## src/rtl/uart_cmd_ctrl.sv

```systemverilog
// uart_cmd_ctrl
// Command sequencer behind the UART receiver. Parses ASCII frames of the form
// CMD [D1 D0] TERM and issues one-cycle command pulses with an optional
// decimal argument. Malformed frames produce a one-cycle error pulse.
//
// Ports:
//   clk        system clock
//   rst        synchronous active-high reset
//   rx_data    received byte, valid only while rx_done=1
//   rx_done    one-cycle strobe marking a new byte
//   cmd_valid  one-cycle pulse, cmd_code/cmd_arg valid
//   cmd_code   0=RUN_STOP 1=CLEAR 2=MODE 3=SENSOR 4=SET_HOUR 5=SET_MIN 6=SET_SEC
//   cmd_arg    binary argument (0 for no-argument commands), held until next cmd_valid
//   cmd_err    one-cycle pulse, frame rejected
//   busy       high while a frame is partially received
//
// Optional build macro: UART_CMD_TIMEOUT_EN
//   When defined, a partial frame that sees no byte for TIMEOUT_CYC cycles
//   is discarded with an error pulse.
module uart_cmd_ctrl #(
  parameter int ARG_MAX     = 59,
  parameter int TIMEOUT_CYC = 10_000_000,
  parameter int TO_W        = 24
) (
  input  logic       clk,
  input  logic       rst,
  input  logic [7:0] rx_data,
  input  logic       rx_done,
  output logic       cmd_valid,
  output logic [2:0] cmd_code,
  output logic [6:0] cmd_arg,
  output logic       cmd_err,
  output logic       busy
);

  localparam logic [2:0] IDLE   = 3'd0;
  localparam logic [2:0] ARG_HI = 3'd1;
  localparam logic [2:0] ARG_LO = 3'd2;
  localparam logic [2:0] TERM   = 3'd3;
  localparam logic [2:0] ISSUE  = 3'd4;
  localparam logic [2:0] ERR    = 3'd5;

  logic [2:0] state;
  logic [2:0] code_q;
  logic [3:0] tens_q;
  logic [3:0] units_q;
  // Delays an IDLE-state rejection by one cycle so it lines up with the
  // ERR-state path timing.
  logic       idle_err;

  logic       is_cmd;
  logic       is_set;
  logic [2:0] byte_code;
  logic       is_digit;
  logic       is_term;
  logic [6:0] arg_sum;
  logic       timeout_hit;

  always_comb begin
    is_cmd    = 1'b1;
    is_set    = 1'b0;
    byte_code = 3'd0;
    case (rx_data)
      8'h52:   byte_code = 3'd0;
      8'h43:   byte_code = 3'd1;
      8'h4D:   byte_code = 3'd2;
      8'h53:   byte_code = 3'd3;
      8'h68:   begin byte_code = 3'd4; is_set = 1'b1; end
      8'h6D:   begin byte_code = 3'd5; is_set = 1'b1; end
      8'h73:   begin byte_code = 3'd6; is_set = 1'b1; end
      default: is_cmd = 1'b0;
    endcase
  end

  assign is_digit = (rx_data >= 8'h30) && (rx_data <= 8'h39);
  assign is_term  = (rx_data == 8'h0D) || (rx_data == 8'h0A);
  // Max 9*10+9 = 99 fits in 7 bits.
  assign arg_sum  = ({3'b000, tens_q} * 7'd10) + {3'b000, units_q};
  assign busy     = (state != IDLE);

`ifdef UART_CMD_TIMEOUT_EN
  localparam logic [TO_W-1:0] TO_LAST = TO_W'(TIMEOUT_CYC - 1);

  logic [TO_W-1:0] to_cnt;
  logic            waiting;

  assign waiting     = (state == ARG_HI) || (state == ARG_LO) || (state == TERM);
  assign timeout_hit = waiting && (to_cnt == TO_LAST);

  // Counts idle cycles inside a frame; restarts on each accepted byte and
  // saturates rather than wrapping.
  always_ff @(posedge clk) begin
    if (rst) begin
      to_cnt <= '0;
    end else if (!waiting || rx_done) begin
      to_cnt <= '0;
    end else if (to_cnt != {TO_W{1'b1}}) begin
      to_cnt <= to_cnt + 1'b1;
    end
  end
`else
  // No timeout in this build; the expression is constant 0 but keeps the
  // timeout parameters part of the shared interface.
  assign timeout_hit = (TO_W == 0) && (TIMEOUT_CYC == 0);
`endif

  always_ff @(posedge clk) begin
    if (rst) begin
      state     <= IDLE;
      code_q    <= 3'd0;
      tens_q    <= 4'd0;
      units_q   <= 4'd0;
      idle_err  <= 1'b0;
      cmd_valid <= 1'b0;
      cmd_code  <= 3'd0;
      cmd_arg   <= 7'd0;
      cmd_err   <= 1'b0;
    end else begin
      cmd_valid <= 1'b0;
      cmd_err   <= idle_err;
      idle_err  <= 1'b0;
      case (state)
        IDLE: begin
          // CR/LF between frames is silently skipped.
          if (rx_done) begin
            if (is_cmd) begin
              code_q  <= byte_code;
              tens_q  <= 4'd0;
              units_q <= 4'd0;
              state   <= is_set ? ARG_HI : TERM;
            end else if (!is_term) begin
              idle_err <= 1'b1;
            end
          end
        end
        ARG_HI: begin
          if (rx_done) begin
            if (is_digit) begin
              tens_q <= rx_data[3:0];
              state  <= ARG_LO;
            end else begin
              state <= ERR;
            end
          end else if (timeout_hit) begin
            state <= ERR;
          end
        end
        ARG_LO: begin
          if (rx_done) begin
            if (is_digit) begin
              units_q <= rx_data[3:0];
              state   <= TERM;
            end else begin
              state <= ERR;
            end
          end else if (timeout_hit) begin
            state <= ERR;
          end
        end
        TERM: begin
          if (rx_done) begin
            state <= is_term ? ISSUE : ERR;
          end else if (timeout_hit) begin
            state <= ERR;
          end
        end
        ISSUE: begin
          if (arg_sum <= 7'(ARG_MAX)) begin
            cmd_valid <= 1'b1;
            cmd_code  <= code_q;
            cmd_arg   <= arg_sum;
          end else begin
            cmd_err <= 1'b1;
          end
          state <= IDLE;
        end
        ERR: begin
          cmd_err <= 1'b1;
          state   <= IDLE;
        end
        default: state <= IDLE;
      endcase
    end
  end

endmodule

```

## config.mk

```make
export PLATFORM = sky130hd
export DESIGN_NAME = uart_cmd_ctrl
export DESIGN_NICKNAME = d
export VERILOG_FILES = /design/src/rtl/uart_cmd_ctrl.sv
export SDC_FILE = /design/constraint.sdc
export NUM_CORES = 1
export LEC_CHECK = 0
export CAP_MARGIN = 5
export CORE_UTILIZATION = 29
export CTS_CLUSTER_DIAMETER = 30
export CTS_CLUSTER_SIZE = 12
export DETAILED_ROUTE_END_ITERATION = 8
export GPL_TIMING_DRIVEN = 0
export MAX_ROUTING_LAYER = met4
export SLEW_MARGIN = 20
export SYNTH_ARGS = -nofsm -noshare
export SYNTH_HDL_FRONTEND = slang
export SYNTH_SLANG_ARGS = --single-unit
```

## constraint.sdc

```tcl
create_clock -name clk -period 5.35 [get_ports clk]
set_clock_uncertainty 0.2 [all_clocks]
set_input_delay 1.07 -clock clk [delete_from_list [all_inputs] [get_ports clk]]
set_output_delay 1.07 -clock clk [all_outputs]
set_load 0.05 [all_outputs]
```

==> flow_results.org, run 1 <==
** Run status
- Outcome :: complete, no violations

** Clocking
- After clock tree synthesis, the clock-pin slew on the worst setup and hold paths is 0.09 ns.
- The clock passes through at most 2 buffers.
- Post-CTS timing repair inserted 0 buffers for setup.
- Count of instances resized after the clock tree is built :: 0
- TritonCTS clock tree :: done
- Clock latency on the worst-skew pair, taken at its later pin, is 0.28 ns.
- Clock tree synthesis selected as its root buffer the cell clkbuf_8.
- Clk sinks :: 27
- Clock tree synthesis inserted a total of 3 buffers.
- Deepest level of the CTS H-tree :: 1
- In this run, post-CTS hold repair placed 0 buffers.

** STA
- For this run, the top clock speed supported by timing is 315 MHz.
- Max transition margin :: 0.665
- Transition time of the tightest slew-check pin :: 0.501 ns
- Final hold analysis gives a worst-case slack of 0.261 ns.
- Setup total negative slack on the finished layout was measured at 0 ns.
- Setup violations remaining at the end of the flow were counted as 0.
- Unrepaired setup endpoints after global routing :: no
- Period utilization :: 0.593
- The final hold violation count came to 0.
- The max-slew violation count came to 0.
- Fin crit period :: 3.17 ns

** Setup path
- Counting buffers and inverters, the worst setup path is 4 cells deep.
- The worst setup path is captured at an output pin.
- Data arrives at the worst endpoint at 1.90 ns.
- Timing startpoint of the critical path :: state[2]
- Worst Reg2Reg Path Length in Cells :: 11
- The worst register-to-register path begins at tens_q[1].
- In this run the worst setup path terminates at busy.
- Sum of buffers and inverters on the critical path :: 3
- Data on the critical path is required at its endpoint by 4.08 ns.
- Internal reg-to-reg setup slack :: 2.27 ns
- The worst setup path is of the register to output pin kind.
- Slowest Stage Delay on Critical Path :: 0.72 ns
- The signal on the critical path passes through buf_2 > nor3_1 > inv_1 > clkdlybuf4s50_1.
- In this run the worst path has a maximum fanout of 10.
- Crit-path leading delay family :: buffers and inverters
- For this design, the slowest cell found on the critical path is clkdlybuf4s50_1.
- The endpoint identified for the worst register-to-register timing path is cmd_arg[0].
- STA classifies the critical path startpoint as a register.

** Floorplan
- Horizontal die dimension :: 73.8 µm
- For this configuration, the core starts out at a cell density of 0.308.
- The core region is 4850 µm².
- Ports :: 24
- In this run the vertical extent of the chip is 73.8 µm.
- Die area :: 5440 µm²
- The floorplan has 25 rows.

** Drt
- In this run the remaining antenna-violating nets after routing total 0.
- The final route contains 1247 vias.
- Dividing the detail-routed wire length by the instance count gives 12.2 µm.
- Before antenna repair, the detailed router went through 5 iterations.
- For this run, design rule violations remaining after detail routing come to 0.
- The routed design has 3090 µm of wire.
- Iteration-0 DRC count of the detailed router :: 40
- Dividing the detail-routed via count by the number of cells gives 4.93.

** Power and ir drop
- The internal power of the cells totals 0.275 mW.
- VDD sags by at most 0.0840 mV.
- For this design the ratio of total power to cell area is 206 nW/µm².
- Leakage power figure :: 0.761 nW
- The share of total power dissipated in sequential elements is 0.550.
- The share of total power dissipated in combinational logic is 0.136.
- Sw Share :: 0.268
- Power share of the clock group :: 0.313
- The analysis attributes to net switching a power of 0.100 mW.

** Place
- Count of buffers inserted at the top-level ports :: 20
- Post-DP HPWL :: 2400 µm
- Routability Congestion :: 0.798

** Hold path
- The path class of the tightest hold or removal check is register to register.

** GRT
- Entering global routing, the biggest net connects 16 pins.
- Initial antenna violation count :: 0
- The first global-routing pass estimated 5290 µm of wire.
- After global routing the overflow that remains totals 0.
- Vias in the first global route :: 1156
- GRT Util Overall :: 0.130

** Yosys
- Yosys top cell by area :: dfxtp_1
- The number of nets handed over by synthesis was 181.
- By count the netlist is led by dfxtp_1 (27), nor2_1 (16), mux2i_1 (11).
- Syn Std Cell Area :: 1490 µm²
- Average cell area after synthesis :: 9.22 µm²
- The netlist uses 48 different library cells.
- In the synthesized netlist the dominant register cell turns out to be dfxtp_1.
- Yosys mapped a number of flops with a built-in enable equal to 0.
- Of the synthesized area, sequential elements account for 0.362.
- Warnings, synthesis :: 0
- Yosys instantiated no cell more often than dfxtp_1.
- For this run, asynchronously set or reset flops after synthesis account for 0.
- Area share of the largest cell type after synthesis :: 0.362
- Register bit count reported by yosys :: 27
- Biggest area contributors in the synthesized netlist :: dfxtp_1 (36%), mux2i_1 (7.4%), ha_1 (5.0%), nor2_1 (4.0%), a21oi_1 (3.4%)
- Number of cells produced by synthesis :: 162

** Finish
- The repair_antennas step left the layout with diodes totalling 0.
- Fraction of layout instances using a drive strength above 1 :: 0.0968
- Utilization after layout :: 0.376
- The area growth from synthesis to layout is 22.1%.
- After the last flow step, the layout net total stands at 206.

** Job
- The tool flagged a number of max-cap violations equal to 0.
## worst min path at each step
stage	startpoint	end	slack, ns	depth (start not counted)
4_1_cts	idle_err	cmd_err	0.27	2
2_1_floorplan	idle_err	cmd_err	0.21	2
6_report	idle_err	cmd_err	0.26	2
3_3_place_gp	idle_err	cmd_err	0.25	2
3_5_place_dp	idle_err	cmd_err	0.25	2
5_1_grt	units_q[1]	units_q[1]	0.31	2
## registers in the layout, indices dropped and copies added (netlist names)
register and cells:
code_q 3, idle_err 1, cmd_arg 7, cmd_valid 1, tens_q 4, state 3
units_q 4, cmd_err 1, cmd_code 3
## worst min-delay path, cell delays in order (launching register included)
cell	delay, ns
dfxtp_1	0.33
a31oi_1	0.04
nor2_1	0.07
## layout make-up
| class | count | area [µm²] |
|---|---|---|
| sequential | 27 | 541 |
| buffer | 7 | 35.0 |
| fill | 510 | 3020 |
| tap | 67 | 83.8 |
| clock inverter | 1 | 5.00 |
| timing repair buffer | 20 | 200 |
| inverter | 10 | 37.5 |
| clock buffer | 3 | 41.3 |
| multi-input combinational | 118 | 881 |
## layer usage
layer	track usage	routed length (µm)
met4	0.0299	18
met5	-	0
met1	0.166	1510
met2	0.210	1430
met3	0.0288	129
## kinds of logic after synthesis
logic type | count (synthesis) | synth area share
simple gates | 55 | 0.209
flops | 27 | 0.362
mux | 11 | 0.0737
fa+ha+maj | 9 | 0.0846
buf+inv | 17 | 0.0486
compound gates | 38 | 0.188
xor+xnor | 5 | 0.0343
## layout by cell type (no fill, tap or decap), types with 2 or more instances in the layout
cell             instances
nand3_1                  7
xnor2_1                  2
mux2i_1                 11
nor4_1                   3
a31oi_1                  2
nand2b_1                 5
nor2b_1                  3
and2_1                   2
ha_1                     6
clkdlybuf4s50_1         20
o21ai_1                  6
nand2_1                  6
or4_1                    2
a22o_1                   5
nand4_1                  3
nor2_1                  16
o21ai_0                  2
a21oi_1                 10
clkbuf_1                 5
xor2_1                   2
inv_1                    9
clkbuf_8                 3
dfxtp_1                 27
fa_1                     2
## stage by stage
stage,setup slack [ns],cell area [µm²],power [mW],std cells
after floorplan,2.51,1490,0.244,162
after global placement,2.08,1780,0.263,249
after detailed placement,2.09,1780,0.262,249
after CTS,2.17,1820,0.378,253
after global routing,2.06,1820,0.393,253
final,2.18,1820,0.375,253
## power by group through the flow
stage	Clock, mW	Combinational, mW	Sequential [mW]
after floorplan	0	0.0316	0.212
after global placement	0	0.0516	0.211
after detailed placement	0	0.0511	0.211
after CTS	0.120	0.0514	0.206
after global routing	0.130	0.0557	0.207
final	0.118	0.0512	0.206
Power figures use the tool's default switching activity.
==> run 2: changes to the inputs <==
Clock period 5.35 ns to 2.92 ns, I/O delays scaled along.
==> run 2 against run 1 <==
Register-to-register slack got worse by 2.2 ns. Via count grew 3.4%. Combinational power rose by 88%. Power up 83%. Worst hold slack gained 0.0082 ns. Utilization is 2.4 points higher. Setup slack worse by 2.1 ns. Critical path type is now register to register. Die area unchanged. Global-route usage is 0.68 points higher. Largest cell class unchanged. Clock power grew 81%. Sequential share of layout area down 1.5 points. Cell area is 6.4% higher.
==> flow_results.org, run 2 (synthesized netlist as in run 1, its figures left out) <==
** Run status
- The flow ran to the end, and the final reports show no timing, DRC or antenna violations.

** Finish
- Syn-to-layout area delta :: 29.9%
- Fraction of layout instances using a drive strength above 1 :: 0.166
- The layout has 507 filler cells.
- The net count of the finished layout is 213.
- Leaving out fill and tap cells, the most frequent cells in the layout are dfxtp_1 (25), clkdlybuf4s50_1 (20), nor2_1 (16).
- Largest Register :: cmd_arg
- The library cell used most frequently in the layout, excluding fill and tap cells, is dfxtp_1.
- Diodes inserted :: 0
- In the final layout, the multi-input gates occupy 932 µm².
- Flip-flop count of the largest register, all copies and words added :: 7
- After routing the design area is 1940 µm².
- Largest registers :: cmd_arg (7), tens_q (4), units_q (4)
- The sequential cells in the finished layout cover a total of 546 µm².

** Setup path
- Crit path arrival time :: 2.83 ns
- On the critical path, the stage with the largest delay is an instance of fa_2.
- The critical path in this run is classified as register to register.
- Startpoint type of the worst setup path :: register
- For this run, the slowest stage of the critical path takes 0.58 ns.
- The worst register-to-register path has a depth of 12.
- The critical path contains buffers and inverters numbering 3 combined.
- Required time at the endpoint of the critical path :: 2.87 ns
- Crit-path leading delay family :: adder cells
- Along the worst path, the maximum fanout reaches 5.
- Walking the worst path, the cells encountered are ha_4 > ha_4 > inv_2 > fa_2 > buf_6 > a21oi_2 > o211a_1 > a211oi_4 > o2111ai_4 > buf_6 > mux2i_1 > nor2_1.
- Endpoint class of the critical path :: register
- Path length in cells of the critical path :: 12

** Drt
- Via count :: 1289
- After detailed routing, the number of vias per cell comes to 4.96.
- The detailed router finished its first iteration with 35 violations.
- In the final routed layout, each cell accounts on average for 12.7 µm.
- After detailed routing, the number of remaining DRC violations is 0.
- DRT Pass-1 Iters :: 4
- Post-route antenna net violation count :: 0
- Drt total wl :: 3300 µm

** Power and ir drop
- P per Cell Area :: 354 nW/µm²
- The analysis attributes to cell leakage a power of 0.795 nW.
- IR analysis of the VDD net gives a maximum drop of 0.151 mV.

** STA
- After layout, the worst setup slack is 0.0418 ns.
- Fmax achieved :: 347 MHz
- Fin crit period :: 2.88 ns
- Number of max-slew violations in the final report :: 0
- Max transition margin :: 0.667
- Period utilization :: 0.986
- Unrepaired setup endpoints after global routing :: yes
- Transition time of the tightest slew-check pin :: 0.499 ns
- Final hold vios :: 0
- Setup violations remaining at the end of the flow were counted as 0.

** Floorplan
- The floorplan step defined a core boundary enclosing 4850 µm².
- Horizontal die dimension :: 73.8 µm
- For this configuration, the core starts out at a cell density of 0.308.
- The die covers 5440 µm².
- Row cnt :: 25
- Pin placement for this block handled 24 I/O pins.
- The die is 73.8 µm tall.

** Place
- Count of buffers inserted at the top-level ports :: 20
- At the end of routability-driven placement, the weighted congestion stood at 0.798.
- Total placed instance area :: 1780 µm²
- Post-DP HPWL :: 2400 µm
- Pre-CTS setup slack :: -0.173 ns

** GRT
- The number of antenna violations at the first check in global routing is 0.
- Global routing finished with a remaining overflow of 0.
- For this run, the total global-route usage over all layers was measured as 0.137.
- Global-route wire length before repair :: 5550 µm
- Entering global routing, the biggest net connects 16 pins.
- The via count of the first global-routing pass came to 1191.

** Hold path
- Along the worst hold path, the cell count comes to 2.
- In this run the worst hold path is classified as register to register.

** Clocking
- Total CTS buffers :: 3
- Clock-pin slew was measured on the worst setup and hold paths at 0.09 ns.
- After clock tree synthesis, the flow added hold-fix buffers numbering 0.
- TritonCTS built the clock tree.
- Deepest level of the CTS H-tree :: 1
- Clock insertion delay at the later pin of the skew report :: 0.27 ns
- The tree is rooted in a clkbuf_8.
- The clock passes through at most 2 buffers.
- The clock net in this run drives a total of 27 sinks.

** Job
- Max-cap violations in this run came to 0.
## run 2: cell count changes in the layout (fill, tap and decap cells not counted), moves of 2 or more
| cell | delta |
|---|---|
| dfxtp_1 | -2 |
| buf_4 | +5 |
| ha_1 | -2 |
| ha_4 | +2 |
| buf_6 | +2 |
## run 2: tightest hold or removal path: stages (launching register included)
cell and delay, ns:
dfxtp_1 0.33, a31oi_1 0.04, nor2_1 0.07
## run 2: report_power, final
| group | internal (mW) | switching, mW | leakage (nW) |
|---|---|---|---|
| Clock | 0.0957 | 0.117 | 0.0255 |
| Sequential | 0.372 | 0.00524 | 0.219 |
| Combinational | 0.0356 | 0.0609 | 0.550 |
## run 2: area by class of cell
| cell class | instances | area share |
|---|---|---|
| well taps | 67 | 0.0432 |
| multi-input cells | 118 | 0.480 |
| plain buffers | 7 | 0.0181 |
| clock inverters | 1 | 0.00258 |
| repair buffers | 27 | 0.134 |
| inverters | 10 | 0.0193 |
| clock buffers | 3 | 0.0213 |
| flip-flops and latches | 27 | 0.281 |
## run 2: final timing paths
kind	from	end	slack (ns)
worst max-delay path	tens_q[1]	cmd_arg[2]	0.04
worst min-delay path	idle_err	cmd_err	0.27
worst max register to register	tens_q[1]	cmd_arg[2]	0.04
worst min register to register	idle_err	cmd_err	0.27
## run 2: stage by stage
stage / utilization / setup TNS, ns / std cells / total power, mW / hold slack (ns)
global route: 0.400 / -0.571 / 260 / 0.720 / 0.311
detailed placement: 0.367 / -1.49 / 249 / 0.480 / 0.249
floorplan: - / 0 / 162 / 0.447 / 0.213
finish: 0.400 / 0 / 260 / 0.686 / 0.269
CTS: 0.393 / 0 / 259 / 0.693 / 0.274
global placement: 0.367 / -1.17 / 249 / 0.481 / 0.248
## run 2: metal layers
metal | vias up | global-route usage | share of wire
met5 | - | - | 0
li1 | 650 | - | -
met2 | 35 | 0.221 | 0.48
met3 | 4 | 0.0288 | 0.044
met4 | 0 | 0.0299 | 0.0058
met1 | 600 | 0.176 | 0.47
## run 2: timing repair
item                                    4_1_cts  5_1_grt
setup buffers                                 5        1
pin swaps                                     5        1
cloned                                        1        0
gates resized for setup                      11        3
endpoints found under the setup margin       11       10
hold endpoints to repair                      0        0
==> run 3: changes to the inputs <==
Settings changed: SLEW_MARGIN 20 to 40.
==> results of run 3 <==
The final DEF is identical to that of run 2; final timing and power are the same.
